File: src/rtl/lfsr_pkg.sv
// Shared definitions for the LFSR range generator: tap table, FSM states and
// the helper that pulls a candidate field out of the LFSR value.
package lfsr_pkg;

  // Maximal-length tap masks, bit i set means s[i] feeds the XOR; index = WIDTH.
  localparam logic [15:0] TAP_MASK [4:16] = '{
    16'h000C, 16'h0014, 16'h0030, 16'h0060, 16'h00B8, 16'h0110, 16'h0240,
    16'h0500, 16'h0829, 16'h100D, 16'h2015, 16'h6000, 16'hB400
  };

  typedef enum logic [1:0] {
    ST_IDLE = 2'd0,
    ST_DRAW = 2'd1,
    ST_DONE = 2'd2
  } fsm_state_e;

  function automatic logic [15:0] field_extract(input logic [15:0] value, input int fw);
    logic [15:0] r;
    r = '0;
    for (int i = 0; i < 16; i++) begin
      if (i < fw) r[i] = value[i];
    end
    return r;
  endfunction

endpackage

File: src/rtl/lfsr_core.sv
// Fibonacci shift-left LFSR register with seed load; never holds zero.
module lfsr_core
  import lfsr_pkg::*;
#(
  parameter int              WIDTH      = 16,
  parameter logic [WIDTH-1:0] RESET_SEED = WIDTH'(1)
) (
  input  logic             clk,
  input  logic             reset,
  input  logic             load,
  input  logic [WIDTH-1:0] seed,
  input  logic             advance,
  output logic [WIDTH-1:0] state,
  output logic [WIDTH-1:0] next
);

  localparam logic [15:0]      MASK_FULL = TAP_MASK[WIDTH];
  localparam logic [WIDTH-1:0] MASK      = MASK_FULL[WIDTH-1:0];

  logic [WIDTH-1:0] state_q;
  logic [WIDTH-1:0] seed_fix;

  assign next     = {state_q[WIDTH-2:0], ^(state_q & MASK)};
  assign seed_fix = (seed == '0) ? WIDTH'(1) : seed;
  assign state    = state_q;

  always_ff @(posedge clk) begin
    if (reset) begin
      state_q <= RESET_SEED;
    end else if (load) begin
      state_q <= seed_fix;
    end else if (advance) begin
      state_q <= next;
    end
  end

endmodule

File: src/rtl/lfsr_range_gen.sv
// Draws NUM_FIELDS bounded random fields from an LFSR by rejection sampling,
// falling back to 0 for a field after MAX_TRIES rejected candidates.
module lfsr_range_gen
  import lfsr_pkg::*;
#(
  parameter int               WIDTH      = 16,
  parameter int               FIELD_W    = 3,
  parameter int               NUM_FIELDS = 2,
  parameter int               MAX_TRIES  = 8,
  parameter logic [WIDTH-1:0] RESET_SEED = WIDTH'(1)
) (
  input  logic                          clk,
  input  logic                          reset,
  input  logic                          load,
  input  logic [WIDTH-1:0]              seed,
  input  logic                          step,
  input  logic                          req,
  input  logic [FIELD_W-1:0]            limit,
  input  logic                          out_ready,
  output logic                          out_valid,
  output logic [NUM_FIELDS*FIELD_W-1:0] fields,
  output logic                          fallback,
  output logic                          busy,
  output logic [WIDTH-1:0]              lfsr_state
);

  localparam int IDX_W = 4;

  fsm_state_e       state_q, state_d;
  logic [IDX_W-1:0] idx_q, idx_d;
  logic [7:0]       tries_q, tries_d;
  logic [FIELD_W-1:0] limit_q, limit_d;
  logic             out_valid_q, out_valid_d;
  logic             fallback_q, fallback_d;

  logic               advance;
  logic [WIDTH-1:0]   lfsr_next;
  logic [15:0]        cand_full;
  logic [FIELD_W-1:0] cand;
  logic               accept;
  logic               exhausted;
  logic               wr_en;
  logic [FIELD_W-1:0] wr_val;

  lfsr_core #(
    .WIDTH      (WIDTH),
    .RESET_SEED (RESET_SEED)
  ) u_core (
    .clk     (clk),
    .reset   (reset),
    .load    (load),
    .seed    (seed),
    .advance (advance),
    .state   (lfsr_state),
    .next    (lfsr_next)
  );

  // The candidate is taken from the value the LFSR moves to on this edge.
  assign cand_full = field_extract(16'(lfsr_next), FIELD_W);
  assign cand      = cand_full[FIELD_W-1:0];
  assign accept    = (limit_q == '0) || (cand < limit_q);
  assign exhausted = ({1'b0, tries_q} + 9'd1) == 9'(MAX_TRIES);

  always_comb begin
    state_d     = state_q;
    idx_d       = idx_q;
    tries_d     = tries_q;
    limit_d     = limit_q;
    out_valid_d = out_valid_q;
    fallback_d  = fallback_q;
    advance     = 1'b0;
    wr_en       = 1'b0;
    wr_val      = cand;

    case (state_q)
      ST_IDLE: begin
        advance = step;
        if (req) begin
          state_d    = ST_DRAW;
          idx_d      = '0;
          tries_d    = '0;
          limit_d    = limit;
          fallback_d = 1'b0;
        end
      end
      ST_DRAW: begin
        advance = 1'b1;
        if (accept) begin
          wr_en = 1'b1;
        end else if (exhausted) begin
          wr_en      = 1'b1;
          wr_val     = '0;
          fallback_d = 1'b1;
        end else begin
          tries_d = tries_q + 8'd1;
        end
        if (wr_en) begin
          tries_d = '0;
          if (idx_q == IDX_W'(NUM_FIELDS - 1)) begin
            state_d     = ST_DONE;
            out_valid_d = 1'b1;
            idx_d       = '0;
          end else begin
            idx_d = idx_q + 1'b1;
          end
        end
      end
      ST_DONE: begin
        if (out_ready) begin
          state_d     = ST_IDLE;
          out_valid_d = 1'b0;
        end
      end
      default: state_d = ST_IDLE;
    endcase

    // A load aborts whatever is in flight and leaves fallback as it was.
    if (load) begin
      state_d     = ST_IDLE;
      out_valid_d = 1'b0;
      idx_d       = '0;
      tries_d     = '0;
      limit_d     = limit_q;
      fallback_d  = fallback_q;
      wr_en       = 1'b0;
    end
  end

  always_ff @(posedge clk) begin
    if (reset) begin
      state_q     <= ST_IDLE;
      idx_q       <= '0;
      tries_q     <= '0;
      limit_q     <= '0;
      out_valid_q <= 1'b0;
      fallback_q  <= 1'b0;
    end else begin
      state_q     <= state_d;
      idx_q       <= idx_d;
      tries_q     <= tries_d;
      limit_q     <= limit_d;
      out_valid_q <= out_valid_d;
      fallback_q  <= fallback_d;
    end
  end

  generate
    for (genvar gi = 0; gi < NUM_FIELDS; gi++) begin : g_field
      logic [FIELD_W-1:0] field_q;
      always_ff @(posedge clk) begin
        if (reset) begin
          field_q <= '0;
        end else if (wr_en && (idx_q == IDX_W'(gi))) begin
          field_q <= wr_val;
        end
      end
      assign fields[gi*FIELD_W +: FIELD_W] = field_q;
    end
  endgenerate

  assign out_valid = out_valid_q;
  assign fallback  = fallback_q;
  assign busy      = (state_q != ST_IDLE);

endmodule

File: config.mk
export PLATFORM = sky130hd
export DESIGN_NAME = lfsr_range_gen
export DESIGN_NICKNAME = d
export VERILOG_FILES = /design/src/rtl/lfsr_pkg.sv /design/src/rtl/lfsr_core.sv /design/src/rtl/lfsr_range_gen.sv
export SDC_FILE = /design/constraint.sdc
export NUM_CORES = 1
export LEC_CHECK = 0
export BUFFER_PORTS_ARGS = -buffer_cell sky130_fd_sc_hd__buf_4
export CORE_ASPECT_RATIO = 1.1
export CORE_MARGIN = 3
export CORE_UTILIZATION = 48
export CTS_BUF_LIST = sky130_fd_sc_hd__clkbuf_8 sky130_fd_sc_hd__clkbuf_16
export DETAILED_ROUTE_END_ITERATION = 6
export HOLD_SLACK_MARGIN = 0.12
export PLACE_DENSITY = 0.77
export REMOVE_ABC_BUFFERS = 1
export SLEW_MARGIN = 20
export SYNTH_ARGS = -nofsm -noshare
export SYNTH_HDL_FRONTEND = slang
export SYNTH_HIERARCHICAL = 1
export SYNTH_SLANG_ARGS = --single-unit
File: constraint.sdc
create_clock -name clk -period 1.8 [get_ports clk]
set_input_delay 0.54 -clock clk [delete_from_list [all_inputs] [get_ports clk]]
set_output_delay 0.54 -clock clk [all_outputs]
set_load 0.005 [all_outputs]
==> metrics.txt <==
run status complete, no violations; clock share of power 0.338; DR pass1 iterations 4; Fillers just under 400; worst r2r path cells 6; clk_lat worst skew roughly 0.30 ns; dpl cells ~350; Yosys cell types 38; Total Wirelength just under 5000 µm; post-synthesis simple-gate area fraction 0.234; switch share 0.258; vias per cell around 5.4; CP max-delay cell dfxtp_1; Hold Fails Final Rpt 0; first-pass GRT wire length about 7900 µm; initial antenna violation count 0; clock root buffer clkbuf_8; non-filler cells, final around 360; Final HPWL DP ~3500 µm; Vias 1936; clk sinks between 40 and 50; Reg clk slew, reported paths roughly 0.080 ns; DR WL/cell 13.7 µm; Critical Path Start Type register; Max-Cap Viols 0; post-synthesis sequential area ratio 0.381; share of cells above drive strength 1 0.296; Area after DPL between 0.002 and 0.003 mm²; critical path type reg -> reg; Final Power ~2 mW; Leak Pwr around 1.1 nW; ant diodes 0; DRC errors left 0; Largest stage delay, worst path roughly 0.40 ns; CTS tree yes; Placer Congestion between 0.8 and 0.9; Mapped Area approximately 0.0022 mm²; core area 0.00414 mm²; Synth Area in Compound Gates 0.146; Synth Area in Adders 0.0174; total negative setup slack 0 ns; Worst Path Max Fanout 6; CTS max path bufs 2; I/O Buffers 49; Global Route Usage Sum 0.179; grt total ovfl 0; htree depth 2; number of synthesized flops with an enable pin 0; CP endpoint kind register; vias in the first global route 1789; Worst Hold Path Cells 2; #FFs+latches synth 41; Worst Hold Class in -> reg; Switch Pwr 507 µW; post-synthesis async set-or-reset flop share 0; post-synthesis xor/xnor area fraction 0.0407; Ys Warns 6; f_max approximately 0.58 GHz; CP Launch Point tries_q[0]; min Tclk post-route about 1.7 ns; WP data required between 2 and 2.5 ns; final setup vio count 0; Clock Skew approximately 0.0065 ns; 1st-iter DRT viols approximately 100; worst setup slack after layout ~0.07 ns; initial core utilization 0.520; number of I/O pins 50; Final ANT Viol Nets 0; Critical Path AT around 2.0 ns; synthesized instance count roughly 260; Final Max Slew Viols 0; row cnt 24; Most used DFF post-synth dfxtp_1; nets 331; largest net degree at the start of global routing 27; sequential fraction of design power 0.490; DIE WIDTH 69.9 µm; Layout area overhead 24.3%; worst r2r src tries_q[0]; main combinational cell family by area after synthesis simple AND/OR/NAND/NOR gates; Mean Syn Cell Area between 8 and 9 µm²; HP Start reset; Place WS ~0.075 ns; Worst IR Drop VDD 0.525 mV; mux cell area share after synthesis 0.0889; period utilization 0.960; fin area 0.00268 mm²; hold_buf cts 0; Critical Path, Cell by Cell ha_2 > nor4b_4 > nand3_2 > a21oi_2 > buf_4 > mux2i_1; Int Pwr roughly 1.5 mW; CTS Buf Count 5; Die Height 76.2 µm; combinational power share 0.171; R2R Setup Slk 0.07 ns; Slew headroom 0.748; Worst Max-Slew Pin Slew between 0.3 and 0.4 ns; Die Area around 0.0053 mm²; power density cells around 730 mW/mm²
==> placed cells by master, fill, tap and decap left out, types with 2 or more instances in the layout <==
master     n
o21ai_0    5
nand3_1    4
dfxtp_2    4
dfxtp_1   37
a21oi_2    5
nand2_1   17
o32ai_1    6
a21oi_1   27
ha_1       2
nand4_1    4
xor2_1     6
buf_4     63
clkbuf_8   7
nor2_1    41
and3_1     2
xnor2_1    3
inv_1      5
nor4_1     4
nand3_2    2
a2111o_1   2
nor3_1    10
nand2b_1  12
mux2i_1   18
==> cell usage after synthesis (5+ instances only) <==
cell type,number,area (µm²)
a21oi_1,29,145
buf_4,17,128
dfxtp_1,41,821
inv_1,5,18.8
mux2i_1,18,180
nand2_1,17,63.8
nand2b_1,12,75.1
nor2_1,42,158
nor3_1,10,50.1
o21ai_0,5,25.0
o32ai_1,6,52.6
xor2_1,6,52.6
==> power groups by stage <==
stage	registers, mW	clock network (mW)	logic [mW]
after global routing	0.968	0.720	0.371
after CTS	0.962	0.693	0.335
after detailed placement	0.983	0	0.332
after global placement	0.982	0	0.327
final	0.964	0.665	0.336
after floorplan	0.983	0	0.150
==> metal layers <==
metal,global-route usage,vias up,share of wire
met4,0.0805,0,0.018
met2,0.276,60,0.48
li1,-,976,-
met5,0,-,0
met1,0.223,892,0.43
met3,0.0646,8,0.078
==> flip-flops by register name, summed over array words and instances (netlist names) <==
register and count:
g_field.field_q 6, limit_q 3, state_q 2, tries_q 8, out_valid 1, idx_q 4
u_core/state 16, fallback 1
==> critical path, delay by kind of cell (launching register included) <==
family          cells  cell delay, ns
simple gates        2            0.52
flops               1            0.40
fa+ha+maj           1            0.24
compound gates      1            0.19
mux                 1            0.16
buf+inv             1            0.14
==> path summary, 6_finish.rpt <==
check,endpoint
worst max-delay path,idx_q[0]
worst min-delay path,limit_q[2]
worst max register to register,idx_q[0]
worst min register to register,out_valid
==> area by class of cell <==
| type | instances | area (µm²) | share of cell area |
|---|---|---|---|
| Multi-Input combinational cell | 186 | 1170 | 0.438 |
| Clock buffer | 7 | 96.3 | 0.0360 |
| Tap cell | 52 | 65.1 | 0.0243 |
| Sequential cell | 41 | 826 | 0.308 |
| Clock inverter | 1 | 5.00 | 0.00187 |
| Timing Repair Buffer | 64 | 493 | 0.184 |
| Inverter | 5 | 18.8 | 0.00701 |
==> timing repair <==
item | CTS | global route
setup buffers | 0 | 1
setup endpoints to repair | 0 | 17
gates resized for setup | 0 | 10
==> cell families (layout without fill, tap and decap cells) <==
logic type               after synthesis  after routing
AO/OA/AOI/OAI                         50             50
AND/OR/NAND/NOR                      103            104
buffers and inverters                 31             77
flip-flops                            41             41
multiplexers                          19             19
XOR/XNOR                              10             10
adder cells (fa/ha/maj)                3              3
==> per-stage QoR <==
stage / hold slack [ns] / utilization
after floorplan: 0.452 / -
after global placement: 0.451 / 0.610
after detailed placement: 0.463 / 0.610
after CTS: 0.446 / 0.634
after global routing: 0.456 / 0.646
final: 0.457 / 0.646
Power figures use the tool's default switching activity.
